[src/rtl/dmem_lsu_ctrl.sv]
`default_nettype none
// ============================================================================
//  Module      : dmem_lsu_ctrl
//  Description : Load/store sequencer between the RV32I multicycle core and
//                port A of the four-lane byte-sliced data memory. Converts
//                funct3 + byte address into lane enables, lane-shifted write
//                data and word addresses, and returns extended load data.
//                Build option DMEM_MISALIGNED_EN: when defined, misaligned
//                accesses are split into two word accesses; otherwise they
//                complete with resp_err.
//  Revision    : 1.0 - initial release
// ============================================================================
module dmem_lsu_ctrl #(
    parameter int XLEN       = 32,
    parameter int DMEM_WIDTH = 10
) (
    input  logic                  clk,
    input  logic                  rst,
    input  logic                  req_valid,
    output logic                  req_ready,
    input  logic                  req_we,
    input  logic [2:0]            req_funct3,
    input  logic [XLEN-1:0]       req_addr,
    input  logic [XLEN-1:0]       req_wdata,
    output logic                  resp_valid,
    output logic [XLEN-1:0]       resp_rdata,
    output logic                  resp_err,
    output logic [DMEM_WIDTH-1:0] mem_address,
    output logic [XLEN-1:0]       mem_data,
    output logic                  mem_rden,
    output logic                  mem_wren,
    output logic [3:0]            mem_byteena,
    input  logic [XLEN-1:0]       mem_q
);

    localparam logic [2:0] c_st_idle  = 3'd0;
    localparam logic [2:0] c_st_acc0  = 3'd1;
    localparam logic [2:0] c_st_data0 = 3'd2;
`ifdef DMEM_MISALIGNED_EN
    localparam logic [2:0] c_st_acc1  = 3'd3;
    localparam logic [2:0] c_st_data1 = 3'd4;
`endif
    localparam logic [2:0] c_st_done  = 3'd5;
    localparam logic [2:0] c_st_err   = 3'd6;

    logic [2:0]            r_state;
    logic [2:0]            w_state_nxt;
    logic                  r_we;
    logic [2:0]            r_funct3;
    logic [1:0]            r_off;
    logic [XLEN-1:0]       r_lo;
    logic [DMEM_WIDTH-1:0] r_mem_address;
    logic [XLEN-1:0]       r_mem_data;
    logic [3:0]            r_mem_byteena;

    logic [3:0]            w_size_mask;
    logic [7:0]            w_mask8;
    logic                  w_misal;
    logic                  w_bad_f3;
    logic                  w_err;
    logic                  w_accept;
    logic                  w_acc;
    logic [4:0]            w_req_sh;
    logic [DMEM_WIDTH-1:0] w_word;
    logic [XLEN-1:0]       w_wdata_lo;
    logic [2*XLEN-1:0]     w_pair;
    logic [XLEN-1:0]       w_r;
    logic [XLEN-1:0]       w_load_ext;
    logic                  w_unused;

`ifdef DMEM_MISALIGNED_EN
    logic [DMEM_WIDTH-1:0] r_word;
    logic [3:0]            r_mask_hi;
    logic                  r_misal;
    logic [XLEN-1:0]       r_wdata_hi;
    logic [XLEN-1:0]       r_hi;
    logic [2*XLEN-1:0]     w_wdata_wide;
    logic [XLEN-1:0]       w_wdata_hi;
`endif

    // Address bits above the word index are ignored by design.
    assign w_unused = ^req_addr[XLEN-1:DMEM_WIDTH+2];

    // ------------------------------------------------------------------
    // Request decode (only meaningful while IDLE)
    // ------------------------------------------------------------------
    assign w_req_sh = {req_addr[1:0], 3'b000};
    assign w_word   = req_addr[DMEM_WIDTH+1:2];
    assign w_accept = req_valid & (r_state == c_st_idle);

    // Access size as a lane mask before positioning by the byte offset.
    always_comb begin
        w_size_mask = 4'b0000;
        case (req_funct3[1:0])
            2'b00:   w_size_mask = 4'b0001;
            2'b01:   w_size_mask = 4'b0011;
            2'b10:   w_size_mask = 4'b1111;
            default: w_size_mask = 4'b0000;
        endcase
    end

    assign w_mask8  = {4'b0000, w_size_mask} << req_addr[1:0];
    assign w_misal  = |w_mask8[7:4];
    // 011/110/111 are undefined; BU/HU have no store form.
    assign w_bad_f3 = (req_funct3[1:0] == 2'b11) |
                      (req_funct3[2] & (req_funct3[1] | req_we));

`ifdef DMEM_MISALIGNED_EN
    assign w_err        = w_bad_f3;
    assign w_wdata_wide = {{XLEN{1'b0}}, req_wdata} << w_req_sh;
    assign w_wdata_lo   = w_wdata_wide[XLEN-1:0];
    assign w_wdata_hi   = w_wdata_wide[2*XLEN-1:XLEN];
`else
    assign w_err        = w_bad_f3 | w_misal;
    assign w_wdata_lo   = req_wdata << w_req_sh;
`endif

    // ------------------------------------------------------------------
    // Next-state logic
    // ------------------------------------------------------------------
    always_comb begin
        w_state_nxt = r_state;
        case (r_state)
            c_st_idle: begin
                if (req_valid) begin
                    w_state_nxt = w_err ? c_st_err : c_st_acc0;
                end
            end
            c_st_acc0: begin
                if (!r_we) begin
                    w_state_nxt = c_st_data0;
`ifdef DMEM_MISALIGNED_EN
                end else if (r_misal) begin
                    w_state_nxt = c_st_acc1;
`endif
                end else begin
                    w_state_nxt = c_st_done;
                end
            end
            c_st_data0: begin
`ifdef DMEM_MISALIGNED_EN
                w_state_nxt = r_misal ? c_st_acc1 : c_st_done;
`else
                w_state_nxt = c_st_done;
`endif
            end
`ifdef DMEM_MISALIGNED_EN
            c_st_acc1:  w_state_nxt = r_we ? c_st_done : c_st_data1;
            c_st_data1: w_state_nxt = c_st_done;
`endif
            default:    w_state_nxt = c_st_idle;
        endcase
    end

    // ------------------------------------------------------------------
    // State, latched request and memory-side registers
    // ------------------------------------------------------------------
    always_ff @(posedge clk) begin
        if (rst) begin
            r_state       <= c_st_idle;
            r_we          <= 1'b0;
            r_funct3      <= 3'b000;
            r_off         <= 2'b00;
            r_lo          <= '0;
            r_mem_address <= '0;
            r_mem_data    <= '0;
            r_mem_byteena <= 4'b0000;
        end else begin
            r_state <= w_state_nxt;
            if (w_accept) begin
                r_we     <= req_we;
                r_funct3 <= req_funct3;
                r_off    <= req_addr[1:0];
                if (!w_err) begin
                    r_mem_address <= w_word;
                    r_mem_byteena <= w_mask8[3:0];
                    r_mem_data    <= req_we ? w_wdata_lo : '0;
                end
            end
`ifdef DMEM_MISALIGNED_EN
            // Second half targets the next word; the add wraps naturally.
            if ((w_state_nxt == c_st_acc1) && (r_state != c_st_acc1)) begin
                r_mem_address <= r_word + DMEM_WIDTH'(1);
                r_mem_byteena <= r_mask_hi;
                r_mem_data    <= r_we ? r_wdata_hi : '0;
            end
`endif
            if (r_state == c_st_data0) begin
                r_lo <= mem_q;
            end
        end
    end

`ifdef DMEM_MISALIGNED_EN
    // Request fields only the second half of a split access needs.
    always_ff @(posedge clk) begin
        if (rst) begin
            r_word     <= '0;
            r_mask_hi  <= 4'b0000;
            r_misal    <= 1'b0;
            r_wdata_hi <= '0;
            r_hi       <= '0;
        end else begin
            if (w_accept) begin
                r_word     <= w_word;
                r_mask_hi  <= w_mask8[7:4];
                r_misal    <= w_misal;
                r_wdata_hi <= w_wdata_hi;
            end
            if (r_state == c_st_data1) begin
                r_hi <= mem_q;
            end
        end
    end

    assign w_pair = {(r_misal ? r_hi : {XLEN{1'b0}}), r_lo};
    assign w_acc  = (r_state == c_st_acc0) | (r_state == c_st_acc1);
`else
    assign w_pair = {{XLEN{1'b0}}, r_lo};
    assign w_acc  = (r_state == c_st_acc0);
`endif

    // ------------------------------------------------------------------
    // Load data alignment and extension
    // ------------------------------------------------------------------
    assign w_r = XLEN'(w_pair >> {r_off, 3'b000});

    // Sign or zero extension selected by the latched width code.
    always_comb begin
        w_load_ext = w_r;
        case (r_funct3)
            3'b000:  w_load_ext = {{(XLEN-8){w_r[7]}}, w_r[7:0]};
            3'b100:  w_load_ext = {{(XLEN-8){1'b0}}, w_r[7:0]};
            3'b001:  w_load_ext = {{(XLEN-16){w_r[15]}}, w_r[15:0]};
            3'b101:  w_load_ext = {{(XLEN-16){1'b0}}, w_r[15:0]};
            default: w_load_ext = w_r;
        endcase
    end

    // ------------------------------------------------------------------
    // Outputs: registered or decoded from state
    // ------------------------------------------------------------------
    assign req_ready   = (r_state == c_st_idle);
    assign resp_valid  = (r_state == c_st_done) | (r_state == c_st_err);
    assign resp_err    = (r_state == c_st_err);
    assign resp_rdata  = ((r_state == c_st_done) && !r_we) ? w_load_ext : '0;
    assign mem_rden    = w_acc & ~r_we;
    assign mem_wren    = w_acc & r_we;
    assign mem_address = r_mem_address;
    assign mem_data    = r_mem_data;
    assign mem_byteena = r_mem_byteena;

endmodule
`default_nettype wire

[config.mk]
export PLATFORM = sky130hd
export DESIGN_NAME = dmem_lsu_ctrl
export DESIGN_NICKNAME = d
export VERILOG_FILES = /design/src/rtl/dmem_lsu_ctrl.sv
export SDC_FILE = /design/constraint.sdc
export NUM_CORES = 1
export LEC_CHECK = 0
export CAP_MARGIN = 10
export CORE_MARGIN = 2
export CORE_UTILIZATION = 44
export DETAILED_ROUTE_END_ITERATION = 8
export MAX_ROUTING_LAYER = met4
export PLACE_DENSITY = 0.81
export SLEW_MARGIN = 10
export SYNTH_ARGS = -nofsm -noshare
export SYNTH_HDL_FRONTEND = slang
export SYNTH_SLANG_ARGS = --single-unit
export TNS_END_PERCENT = 100
[constraint.sdc]
create_clock -name clk -period 3.1 [get_ports clk]
set_clock_uncertainty 0.1 [all_clocks]
set_input_delay 0.62 -clock clk [delete_from_list [all_inputs] [get_ports clk]]
set_output_delay 0.62 -clock clk [all_outputs]
set_load 0.03 [all_outputs]
==> results list, run 1 <==
- Power spread over the standard cell area amounts to 438 nW/um2.
* Floorplan die area: ~11,000 um2
- The area growth from synthesis to layout is 41.8%.
- Reg-to-reg slack, setup: about 0.93 ns
- Count of pins over their slew limit: 0
* Max Buffers Root-to-Sink: 2
- Flip-flop and latch count after synthesis: 87
* Antenna Cells: 0
* Combined buffer and inverter count along the critical path: 1
- Number of antenna-violating nets in the routed design: 0
- The first routing iteration left about 180 violations.
* Fraction of synthesized cell area in xor and xnor cells: 0%
* Static leakage power: around 2.3 nW
- STA classifies the critical path startpoint as a flop.
- Overall power consumption after layout is estimated at 2.86 mW.
- Slowest-stage cell, CP: mux4_2
- Die X-Extent: approximately 110 um
- Clock latency on the worst-skew pair, taken at its later pin, is between 0.3 and 0.4 ns.
- The total overflow left after global routing is 0.
- Dominant cells by area after synthesis: dfxtp_1, nand2_1, a21oi_1
- Cell row count: 37
* Area leader, netlist: dfxtp_1
* Post-CTS Setup Inserts: 0
* Count of endpoints failing hold in the final timing report: 0
* Combinational family with the most area after synthesis: compound AO/OA/AOI/OAI gates
- Syn Std Cell Area: 4600 um2
- In the synthesized netlist the dominant register cell turns out to be dfxtp_1.
- In this run, synthesis inferred 0 flip-flops with an integrated enable.
* Adder-Cell Fraction of Synth Area: about 1.1%
- Final std cell area, no fill: 6530 um2
- Across the VDD grid, the largest voltage drop is between 0.2 and 0.3 mV.
* Length of the first detailed-routing pass in iterations: 5
- Synthesized-area fraction occupied by ao, oa, aoi and oai cells: roughly 22%
- Fin nets: between 800 and 900
- Sum of net half-perimeters after detailed placement: just over 10,000 um
* Proportion of layout cells with a drive suffix above 1: about an eighth
- Slowest cell delay on critical path: around 0.53 ns
- Dividing the detail-routed wire length by the instance count gives around 17 um.
- Mux cell area share after synthesis: 12.5%
- Total wire length after detailed routing: roughly 14,000 um
- nand2_1 is the most common cell in the netlist.
* Unrepaired setup endpoints after global routing: false
- Critical path data required time: between 2 and 2.5 ns
* Mean area per synthesized cell: just over 8 um2
* Clock slew at the register clock pins of the worst setup and hold paths: roughly 0.080 ns
- Clock tree synthesis found a total of 87 sinks.
* Synth warnings: 0
- Hold-fix buffers, CTS: 0
- Share of synthesized registers carrying an async set or reset: 0%
- Buffers inserted during clock tree synthesis total 9.
* I/O pins: about 190
* Core footprint: about 10,000 um2
- CTS placed an instance of clkbuf_8 at the clock tree root.
* Number of antenna violations at the first check in global routing: 0
* Tcrit/Tclk final: 95.8%
- Static timing analysis puts the maximum clock frequency at 0.337 GHz.
* Vias per Instance: between 5 and 6
- Maximum fanout encountered on the critical timing path: 13
- Post-place instance area: about 6300 um2
- Synth unique cells: 44
- Critical path capture point type: primary output
* Buffers on Ports: 165
- The number of global-route vias before repair is ~4.7k.
* Cell family contributing the most delay on the critical path: multiplexers
- In the final timing run, aggregate negative setup slack is 0 ns.
- Combined global-route utilization of all metal layers: roughly 25%
- Across all hold checks on the routed design, the worst slack comes to ~0.35 ns.
- Vert. Die Dim: 106 um
* Synth Instances: between 500 and 600
- Setup violations remaining at the end of the flow were counted as 0.
- Share of synthesized cell area in and, or, nand and nor gates: about a fifth
- Critical Path, Cell by Cell: mux4_2 > nor2_1 > a211o_1 > o21ai_1 > buf_4
- Sorting the synthesized cells by how often they occur yields nand2_1, dfxtp_1, a21oi_1, clkbuf_1, nand4_1.
- Tmin final: just under 3 ns
- Min-delay worst type: flop to flop
- In the routed design, unresolved DRC markers number 0.
- Arrival time worst endpoint: 2.25 ns
- At the pin with the least slew margin, the transition time is ~1.1 ns.
* Number of H-tree branching levels: 3
- Routability cong.: around 0.9
- Of the post-synthesis cell area, the dominant cell type holds between 30% and 40%.
- Headroom to the max-slew limit came out at roughly 30%.
- TritonCTS built the clock tree.
- Synthesized netlist net count: between 600 and 700
* Sequential cell area fraction in the yosys report: a little under two fifths
- The flow ran to the end, and the final reports show no timing, DRC or antenna violations.
* Start-to-end type of the worst setup path: flop to primary output
* Maximum number of pins on one net before global-route repair: 39
- Global-route wire length before repair: 22,400 um
- Total number of vias: 4,787
- The initial utilization of the core area, before any placement, comes to between 40 and 50%.
* Max-capacitance violation count: 0
- Final Util: between 60% and 70%
==> cell type report <==
cell class,count,area (um2)
timing repair buffer,184,1770
clock buffer,11,131
multi-input combinational,424,2640
sequential,87,1750
fill,897,3700
clock inverter,5,58.8
inverter,4,15.0
tap,136,170
==> per-layer routing <==
layer	share of wire (%)	vias up	GRT usage, %
li1	-	2325	-
met1	41	2222	30.0
met2	49	221	43.2
met3	8.2	19	5.76
met4	1.7	0	7.24
met5	0	-	-
==> worst reg2reg max path, cell delays in order, from the launching register on <==
cell and delay (ns):
dfxtp_1 0.41, or4b_1 0.72, nor3_4 0.25, buf_4 0.32
nand3b_1 0.12, a21oi_1 0.17
==> cells by family after synthesis <==
| kind of cell | count (synthesis) |
|---|---|
| and+or+nand+nor | 199 |
| DFF | 87 |
| AOI/OAI and AO/OA | 176 |
| adders and majority gates | 4 |
| muxes | 45 |
| buffers and inverters | 61 |
==> timing repair <==
item | 4_1_cts | 5_1_grt
pin swaps | 0 | 0
setup endpoints to repair | 11 | 21
gates resized for setup | 6 | 5
==> through the flow <==
stage,cells,setup WS [ns]
2_1_floorplan,572,0.270
3_3_place_gp,835,0.326
3_5_place_dp,835,0.218
4_1_cts,851,0.0203
5_1_grt,851,0.0321
6_report,851,0.130
==> power by group <==
group | total, mW | internal [mW] | switching (mW)
clock | 0.780 | 0.373 | 0.407
combinational | 0.793 | 0.348 | 0.444
sequential | 1.29 | 1.20 | 0.0878
==> registers in the layout (all words and copies together), names as in the netlist <==
signal and cells:
r_off 2, mem_byteena 4, r_lo 32, mem_address 10, r_we 1, mem_data 32
r_funct3 3, r_state 3
==> worst paths after layout <==
path                                 start  depth (start not counted)                           to
hold reg to reg   mem_data[2]$_SDFFE_PP0P_                          2     mem_data[2]$_SDFFE_PP0P_
hold / removal    mem_data[2]$_SDFFE_PP0P_                          2     mem_data[2]$_SDFFE_PP0P_
setup reg to reg   r_state[2]$_SDFFE_PP0P_                          5  mem_byteena[1]$_SDFFE_PP0P_
setup / recovery     r_off[0]$_SDFFE_PP0P_                          5               resp_rdata[23]
==> placed cells by master, fill, tap and decap left out, types with 12 or more instances in the layout <==
| master | n |
|---|---|
| o21ai_0 | 22 |
| nand3_1 | 12 |
| buf_4 | 40 |
| dfxtp_1 | 85 |
| nand2_1 | 116 |
| o21ai_1 | 32 |
| nor2b_1 | 12 |
| nand4_1 | 33 |
| clkdlybuf4s50_1 | 136 |
| a211oi_1 | 16 |
| a21oi_1 | 74 |
| mux2i_1 | 27 |
Note: power is estimated with default switching activity, not from simulation.
==> run 2: changes to the inputs <==
--- a/config.mk
+++ b/config.mk
@@ -9,6 +9,7 @@
 export CORE_MARGIN = 2
 export CORE_UTILIZATION = 44
 export DETAILED_ROUTE_END_ITERATION = 8
+export HOLD_SLACK_MARGIN = 0.03
 export MAX_ROUTING_LAYER = met4
 export PLACE_DENSITY = 0.81
 export SLEW_MARGIN = 10
==> results of run 2 <==
No change in the layout: final DEF, timing and power equal those of run 1.
